File: src/rtl/tdc_pulsegen.sv
// CSR-programmable pulse-train generator for TDC calibration stimulus.
// Produces finite bursts or continuous trains; flags burst completion via irq.
module tdc_pulsegen #(
  parameter logic [3:0] csr_addr = 4'h2,
  parameter int         width    = 16
) (
  input  logic        sys_clk,
  input  logic        sys_rst_n,
  input  logic [13:0] csr_a,
  input  logic        csr_we,
  input  logic [31:0] csr_di,
  output logic [31:0] csr_do,
  output logic        irq,
  output logic        pulse_o
);

  typedef enum logic [1:0] {
    S_IDLE,
    S_HIGH,
    S_LOW
  } state_t;

  localparam logic [width-1:0] W_ONE = {{(width-1){1'b0}}, 1'b1};

  state_t           r_state;
  logic [width-1:0] r_high;
  logic [width-1:0] r_low;
  logic [width-1:0] r_count;
  logic [width-1:0] r_rem;
  logic [width-1:0] r_cnt;
  logic             r_cont;
  logic             r_irq_en;
  logic             r_done;
  logic             r_pulse;
  logic [31:0]      r_do;

  logic             w_sel;
  logic             w_wr;
  logic [2:0]       w_idx;
  logic             w_wr_ctrl;
  logic             w_start;
  logic             w_stop;
  logic             w_cont;
  logic             w_clr;
  logic             w_busy;
  logic             w_expire;
  logic [width-1:0] w_hi_len;
  logic [width-1:0] w_lo_len;
  logic [31:0]      w_rd;
  logic             w_unused;

  assign w_sel     = (csr_a[13:10] == csr_addr);
  assign w_wr      = csr_we & w_sel;
  assign w_idx     = csr_a[2:0];
  assign w_wr_ctrl = w_wr && (w_idx == 3'd0);
  assign w_stop    = w_wr_ctrl & csr_di[1];
  assign w_start   = w_wr_ctrl & csr_di[0] & ~csr_di[1];
  // START decision sees the CONT bit carried by the same write
  assign w_cont    = w_wr_ctrl ? csr_di[2] : r_cont;
  assign w_clr     = w_wr && (w_idx == 3'd4) && csr_di[0];
  assign w_busy    = (r_state != S_IDLE);
  assign w_expire  = (r_cnt <= W_ONE);
  assign w_hi_len  = (r_high == '0) ? W_ONE : r_high;
  assign w_lo_len  = (r_low == '0) ? W_ONE : r_low;
  assign w_unused  = ^{csr_a[9:3], csr_di};

  always_comb begin
    w_rd = '0;
    case (w_idx)
      3'd0: begin
        w_rd[0] = w_busy;
        w_rd[2] = r_cont;
        w_rd[3] = r_irq_en;
      end
      3'd1: w_rd[width-1:0] = r_high;
      3'd2: w_rd[width-1:0] = r_low;
      3'd3: w_rd[width-1:0] = r_count;
      3'd4: begin
        w_rd[0]          = r_done;
        w_rd[16 +: width] = r_rem;
      end
      default: w_rd = '0;
    endcase
  end

  always_ff @(posedge sys_clk) begin
    if (!sys_rst_n) begin
      r_state  <= S_IDLE;
      r_high   <= W_ONE;
      r_low    <= W_ONE;
      r_count  <= '0;
      r_rem    <= '0;
      r_cnt    <= '0;
      r_cont   <= 1'b0;
      r_irq_en <= 1'b0;
      r_done   <= 1'b0;
      r_pulse  <= 1'b0;
      r_do     <= '0;
    end else begin
      r_do <= w_sel ? w_rd : '0;
      if (w_wr) begin
        case (w_idx)
          3'd0: begin
            r_cont   <= csr_di[2];
            r_irq_en <= csr_di[3];
          end
          3'd1: r_high  <= csr_di[width-1:0];
          3'd2: r_low   <= csr_di[width-1:0];
          3'd3: r_count <= csr_di[width-1:0];
          default: ;
        endcase
      end
      // a completion below overrides this clear
      if (w_clr) r_done <= 1'b0;
      if (w_stop) begin
        r_state <= S_IDLE;
        r_pulse <= 1'b0;
      end else begin
        case (r_state)
          S_IDLE: begin
            if (w_start) begin
              if (r_count != '0 || w_cont) begin
                r_state <= S_HIGH;
                r_pulse <= 1'b1;
                r_cnt   <= w_hi_len;
                r_rem   <= r_count;
              end else begin
                r_done <= 1'b1;
              end
            end
          end
          S_HIGH: begin
            if (w_expire) begin
              r_state <= S_LOW;
              r_pulse <= 1'b0;
              r_cnt   <= w_lo_len;
              if (!r_cont && r_rem != '0) r_rem <= r_rem - W_ONE;
            end else begin
              r_cnt <= r_cnt - W_ONE;
            end
          end
          S_LOW: begin
            if (w_expire) begin
              if (r_cont || r_rem != '0) begin
                r_state <= S_HIGH;
                r_pulse <= 1'b1;
                r_cnt   <= w_hi_len;
              end else begin
                r_state <= S_IDLE;
                r_done  <= 1'b1;
              end
            end else begin
              r_cnt <= r_cnt - W_ONE;
            end
          end
          default: begin
            r_state <= S_IDLE;
            r_pulse <= 1'b0;
          end
        endcase
      end
    end
  end

  assign csr_do  = r_do;
  assign pulse_o = r_pulse;
  assign irq     = r_done & r_irq_en;

endmodule

File: config.mk
export PLATFORM = sky130hd
export DESIGN_NAME = tdc_pulsegen
export DESIGN_NICKNAME = d
export VERILOG_FILES = /design/src/rtl/tdc_pulsegen.sv
export SDC_FILE = /design/constraint.sdc
export NUM_CORES = 1
export LEC_CHECK = 0
export ABC_CLOCK_PERIOD_IN_PS = 3350
export CELL_PAD_IN_SITES_DETAIL_PLACEMENT = 1
export CELL_PAD_IN_SITES_GLOBAL_PLACEMENT = 1
export CORE_MARGIN = 2
export CORE_UTILIZATION = 40
export DETAILED_ROUTE_END_ITERATION = 8
export PLACE_DENSITY_LB_ADDON = 0.1
export SYNTH_ARGS = -nofsm -noshare
export SYNTH_HDL_FRONTEND = slang
export SYNTH_SLANG_ARGS = --single-unit
File: constraint.sdc
create_clock -name sys_clk -period 3.35 [get_ports sys_clk]
set_input_delay 0.5025 -clock sys_clk [delete_from_list [all_inputs] [get_ports sys_clk]]
set_output_delay 0.5025 -clock sys_clk [all_outputs]
set_load 0.01 [all_outputs]
# [Word-level counts from Yosys, hierarchy flattened]
# Cells that the tools add are included.
# W data, S select, Z words.
[word_totals] regBits=118 inputBits=49 output_inout_bits=34 wordCells=101
[op_classes] n_addsub=2 order_cmp=1 n_eq_ne=14 mux=37 bitwise_logic=8 reduce_logical=27
[op_table] operator="$mux W16" count=11
[op_table] operator="$pmux W16 S3" count=1
[op_table] operator="$pmux W12 S3" count=1
[op_table] operator="$logic_not A16 Y1" count=2
[op_table] operator="$pmux W16 S2" count=1
[op_table] operator="$reduce_bool A16 Y1" count=2
[op_table] operator="$sub A16 B1 Y16 const B" count=2
[op_table] operator="$le A16 B1 Y1 const B" count=1
[op_table] operator="$mux W1" count=13
[op_table] operator="$ne A2 B2 Y1 const B" count=6
[op_table] operator="$reduce_and A2 Y1" count=5
[op_table] operator="$reduce_and A5 Y1" count=2
[op_table] operator="$mux W2" count=4
[op_table] operator="$pmux W2 S4" count=1
[op_table] operator="$eq A3 B2 Y1 const B" count=2
[op_table] operator="$pmux W1 S3" count=2
[op_table] operator="$pmux W2 S3" count=1
[op_table] operator="$reduce_and A6 Y1" count=1
[op_table] operator="$and A1 B1 Y1" count=5
[op_table] operator="$pmux W1 S5" count=1
[op_table] operator="$eq A4 B2 Y1 const B" count=1
[op_table] operator="$logic_and A1 B1 Y1" count=4
[op_table] operator="$reduce_and A4 Y1" count=1
[op_table] operator="$reduce_bool A2 Y1" count=2
[op_table] operator="14 further kinds" count=17

# [Logic depth before layout (Yosys ltp)]
[logic_depth] depth_word=9 mapped_depth=10 mapped_depth_nobuf=8

# [Least setup slack after synthesis]
# Ideal clock, no wire load.
[synth_path] kind="input to register" startpoint="input port csr_a[2]" endpoint="register r_cnt[5]" setup_ns=0.119 arrival_time_ns=2.215 t_required_ns=3.231 path_slack_ns=1.017 path_stages=7 n_path_buf=2 cell_sequence="clkbuf_1 > nor4b_2 > nand2_1 > a2111oi_4 > nor4_2 > buf_2 > o221a_2"
[synth_via] elab_chain_len=6 word_cells_on_any_way=11 classes_between="2 x eq/ne; 1 x mux; 4 x bitwise; 4 x reduce/logical"
[synth_rtl] element="start, declared" line="9" text="input logic [13:0] csr_a,"
[synth_rtl] element="$logic_not A3 Y1 *" line="55" text="assign w_wr_ctrl = w_wr && (w_idx == 3'd0);"
[synth_rtl] element="$logic_and A1 B1 Y1 *" line="55"
[synth_rtl] element="$and A1 B1 Y1 or $mux W1 (tied branches)" line="57, 59"
[synth_rtl] element="$and A1 B1 Y1 or $logic_or A1 B1 Y1 (tied branches)" line="57, 122"
[synth_rtl] element="$ne A2 B2 Y1 (no source line)"
[synth_rtl] element="$reduce_and A5 Y1 (no source line) *"
[synth_rtl] element="end signal, assigned" line="125" text="r_cnt <= w_hi_len;"
[synth_rtl] element="end signal, assigned" line="136" text="r_cnt <= w_lo_len;"
[synth_rtl] element="end signal, assigned" line="139" text="r_cnt <= r_cnt - W_ONE;"
[synth_rtl] element="end, declared" line="30" text="logic [width-1:0] r_cnt;"
# Every way passes the cells marked *; elsewhere a longest branch is shown, timed or not.
# A chain may end at the register's enable or synchronous reset.

# [Final worst setup path]
[layout_path] startpoint="register r_cnt[9]" endpoint="register r_cnt[13]"
[layout_via] elab_chain_len=3 word_cells_on_any_way=7 classes_between="1 x add/sub; 1 x order compare; 1 x eq/ne; 3 x mux; 1 x reduce/logical"
[layout_rtl] element="$sub A16 B1 Y16 or $le A16 B1 Y1 (tied branches)" line="139, 153, 62"
[layout_rtl] element="$mux W16 (tied with other cells)" line="143" text="if (w_expire) begin"
[layout_rtl] element="$pmux W16 S3 or $reduce_and A5 Y1 (tied branches)"
# Parallel ways exist; a longest one is shown, timed or not.

==> run summary <==
- sky130_fd_sc_hd__dfxtp_1 40%, sky130_fd_sc_hd__mux2i_1 6.9%, sky130_fd_sc_hd__nor2_1 5.3% — main area contributors after synthesis
- 0 — Setup Buffers After CTS
- 0.224 ns — worst slack at placement
- 945 — fin cells
- 2360 um2 — FF+latch area
- 4 — CTS H-tree lvls
- reg -> reg — path category of the worst min-delay check
- 0.411 — starting density of the core
- 0 — Async S/R FF share, synth
- 368 MHz — highest clock frequency the design can meet
- sky130_fd_sc_hd__clkbuf_16 — clock root cell
- 0.449 — worst slew slack as a fraction of its limit
- 42 — maximum number of pins on one net before global-route repair
- 69 — number of distinct library cells after synthesis
- reg -> reg — critical path type
- 0.331 — met1 Track Usage GR
- 0 — final hold violations
- 118 x sky130_fd_sc_hd__dfxtp_1, 84 x sky130_fd_sc_hd__nor2_1, 70 x sky130_fd_sc_hd__nand2_1 — commonest cells after routing, fill and taps aside
- 23.5% — area growth from synthesis to final layout
- 0 — final-report max-slew violation count
- 0.0489 — met3 Usage GRT
- sky130_fd_sc_hd__dfxtp_1 — most common flop cell mapped by yosys
- 1,719 — number of fillers in the final layout
- yes — TritonCTS clock tree
- 126 um — Die X
- 16 — largest driver fanout on the critical path
- 0.402 — met2 Use GR
- finished clean — run status
- 19,200 um — overall routed net length
- 31,300 um — first-pass GRT wire length
- 5.81 — via density per instance
- 0 — Synthesis Warnings
- 2.72 ns — time the final worst path needs with I/O delays and setup
- 464 nW/um2 — areal power density over the cells
- 0 — hold_buf cts
- 4 — detailed-routing iteration count for the pre-antenna-repair pass
- 0 — number of violations of the max-capacitance limit
- 118 — Seq cells post-synth
- 0.812 — fin crit share
- 0 — count of antenna-violating nets left after detailed routing
- 0.630 ns — final critical-path setup slack
- 0 — diode insertion count for antenna repair
- 3370 um2 — area occupied by multi-input gates
- 0.396 — share of the synthesized area in the top cell type
- 0.250 — Total GRT Usage
- 0.000351 V — VDD IR max
- 0 — overall overflow remaining after global route
- 699 — Synth Instances
- 0.396 — sequential-to-total area share from yosys stat
- 0 — final number of setup-violating endpoints
- met2 — gr busiest metal
- 44 — num rows
- 0.00844 ns — Final Skew
- 3.03 nW — reported leakage power
- r_cnt[9]$_SDFFE_PN0P_ — Worst setup startpoint
- r_cnt[9]$_SDFFE_PN0P_ — worst reg2reg startpoint
- 5,487 — count of vias placed by the detailed router
- 0.823 ns — slew at the pin with the worst max-slew slack
- r_high[10]$_SDFFE_PN0P_ — startpoint of the worst hold path
- 0 — Post-synth EDFFs
- false — setup repair after global routing missed its margin
- 0 — drc violations
- 2 — maximum count of clock buffers along a single path
- flip-flop — CP Launch Type
- 0.06 ns — Clock Pin Slew Worst Setup and Hold Paths
- 0.122 — fraction of layout cells with a size suffix above 1
- 0 — Resized cells post-CTS
- flip-flop — critical path endpoint category
- 756 — Post-Synthesis Net Count
- sky130_fd_sc_hd__dfxtp_1 — commonest non-fill, non-tap cell in the layout
- 0 — initial antenna violation count
- 805 — layout net count
- 126 um — die height
- 3.65 ns — data required time of the critical path
- 20.4 um — routed length per instance
- 0 ns — Total Neg Setup Slack
- 118 — CTS sink cnt
- 59 — count of input and output buffers
- 0.43 ns — source-to-sink clock delay at the later pin of the worst-skew pair
- 3.02 ns — Arr. time, crit path
- 17 — total CTS buffers
- 8.54 um2 — syn avg cell area
- 15,900 um2 — Total Die Area
- 5,664 — vias in the first global route
- 83 — number of I/O pins
- 14,500 um2 — core area
- 0.507 — Final Core Density
- 913 — Placed Instances
- 0.849 — placer congestion estimate
- sky130_fd_sc_hd__dfxtp_1 — library cell occupying the most area in the post-synthesis netlist
- 5970 um2 — post-synthesis instance area
- 369 — detailed router's first-iteration violation count
- 13,500 um — hpwl dp
per-layer routing:
layer | vias to the layer above | wire [um]
li1 | 2631 | -
met1 | 2704 | 8980
met2 | 118 | 9030
met3 | 34 | 749
met4 | 0 | 477
met5 | - | 0
kinds of logic after synthesis:
logic type / Yosys count / share of synthesized area
muxes: 57 / 0.103
AOI/OAI and AO/OA: 151 / 0.174
xor gates and xnor gates: 15 / 0.0220
DFF: 118 / 0.396
and+or+nand+nor: 290 / 0.246
buffers and inverters: 60 / 0.0425
adders and majority gates: 8 / 0.0168
metrics by stage:
| step | total power, mW | instance area, um2 | hold slack (ns) |
|---|---|---|---|
| 3_5_place_dp | 1.55 | 6760 | 0.492 |
| 3_3_place_gp | 1.55 | 6760 | 0.478 |
| 4_1_cts | 3.44 | 7380 | 0.500 |
| 6_report | 3.42 | 7380 | 0.500 |
| 2_1_floorplan | 1.48 | 5970 | 0.442 |
| 5_1_grt | 3.51 | 7380 | 0.528 |
cell type report:
cell class,instances,share of cell area
flip-flops and latches,118,0.320
clock buffers,18,0.0595
multi-input cells,521,0.456
inverters,12,0.00611
clock inverters,14,0.0237
well taps,184,0.0312
repair buffers,78,0.103
where the power goes:
group	switching (mW)	internal [mW]	total [mW]	leakage, nW
registers	0.00228	1.41	1.41	0.950
clock network	0.703	1.19	1.90	0.293
logic	0.0677	0.0481	0.116	1.79
total	0.773	2.65	3.42	3.03
critical path, stage by stage (launching register included):
cell	delay, ns
sky130_fd_sc_hd__dfxtp_1	0.35
sky130_fd_sc_hd__nor4_1	0.63
sky130_fd_sc_hd__nand4_1	0.16
sky130_fd_sc_hd__buf_4	0.24
sky130_fd_sc_hd__nor2_1	0.64
sky130_fd_sc_hd__a21oi_1	0.13
sky130_fd_sc_hd__o21ai_0	0.32
sky130_fd_sc_hd__o22ai_1	0.12
flip-flops by register name, indices dropped and copies added, names as in the netlist:
name / count
r_cnt: 16
r_low: 16
r_high: 16
r_count: 16
r_state: 2
pulse_o: 1
r_cont: 1
r_rem: 16
r_irq_en: 1
r_done: 1
csr_do: 32
Yosys cell counts (7+ instances only):
| master | n |
|---|---|
| sky130_fd_sc_hd__a21oi_1 | 44 |
| sky130_fd_sc_hd__a22oi_1 | 16 |
| sky130_fd_sc_hd__a31oi_1 | 11 |
| sky130_fd_sc_hd__and2_1 | 19 |
| sky130_fd_sc_hd__and3_1 | 7 |
| sky130_fd_sc_hd__clkbuf_1 | 36 |
| sky130_fd_sc_hd__dfxtp_1 | 118 |
| sky130_fd_sc_hd__ha_1 | 8 |
| sky130_fd_sc_hd__inv_1 | 11 |
| sky130_fd_sc_hd__mux2_2 | 14 |
| sky130_fd_sc_hd__mux2i_1 | 41 |
| sky130_fd_sc_hd__nand2_1 | 70 |
| sky130_fd_sc_hd__nand3_1 | 32 |
| sky130_fd_sc_hd__nor2_1 | 84 |
| sky130_fd_sc_hd__nor3_1 | 20 |
| sky130_fd_sc_hd__nor4_1 | 16 |
| sky130_fd_sc_hd__o211ai_1 | 7 |
| sky130_fd_sc_hd__o21ai_0 | 19 |
| sky130_fd_sc_hd__o22ai_1 | 10 |
| sky130_fd_sc_hd__o31ai_1 | 12 |
| sky130_fd_sc_hd__xnor2_1 | 7 |
| sky130_fd_sc_hd__xor2_1 | 8 |
final timing paths:
kind | end | slack, ns | depth (start not counted)
setup / recovery | r_cnt[13]$_SDFFE_PN0P_ | 0.63 | 7
hold / removal | r_high[10]$_SDFFE_PN0P_ | 0.50 | 2
setup reg to reg | r_cnt[13]$_SDFFE_PN0P_ | 0.63 | 7
hold reg to reg | r_high[10]$_SDFFE_PN0P_ | 0.50 | 2
Power figures use the tool's default switching activity.
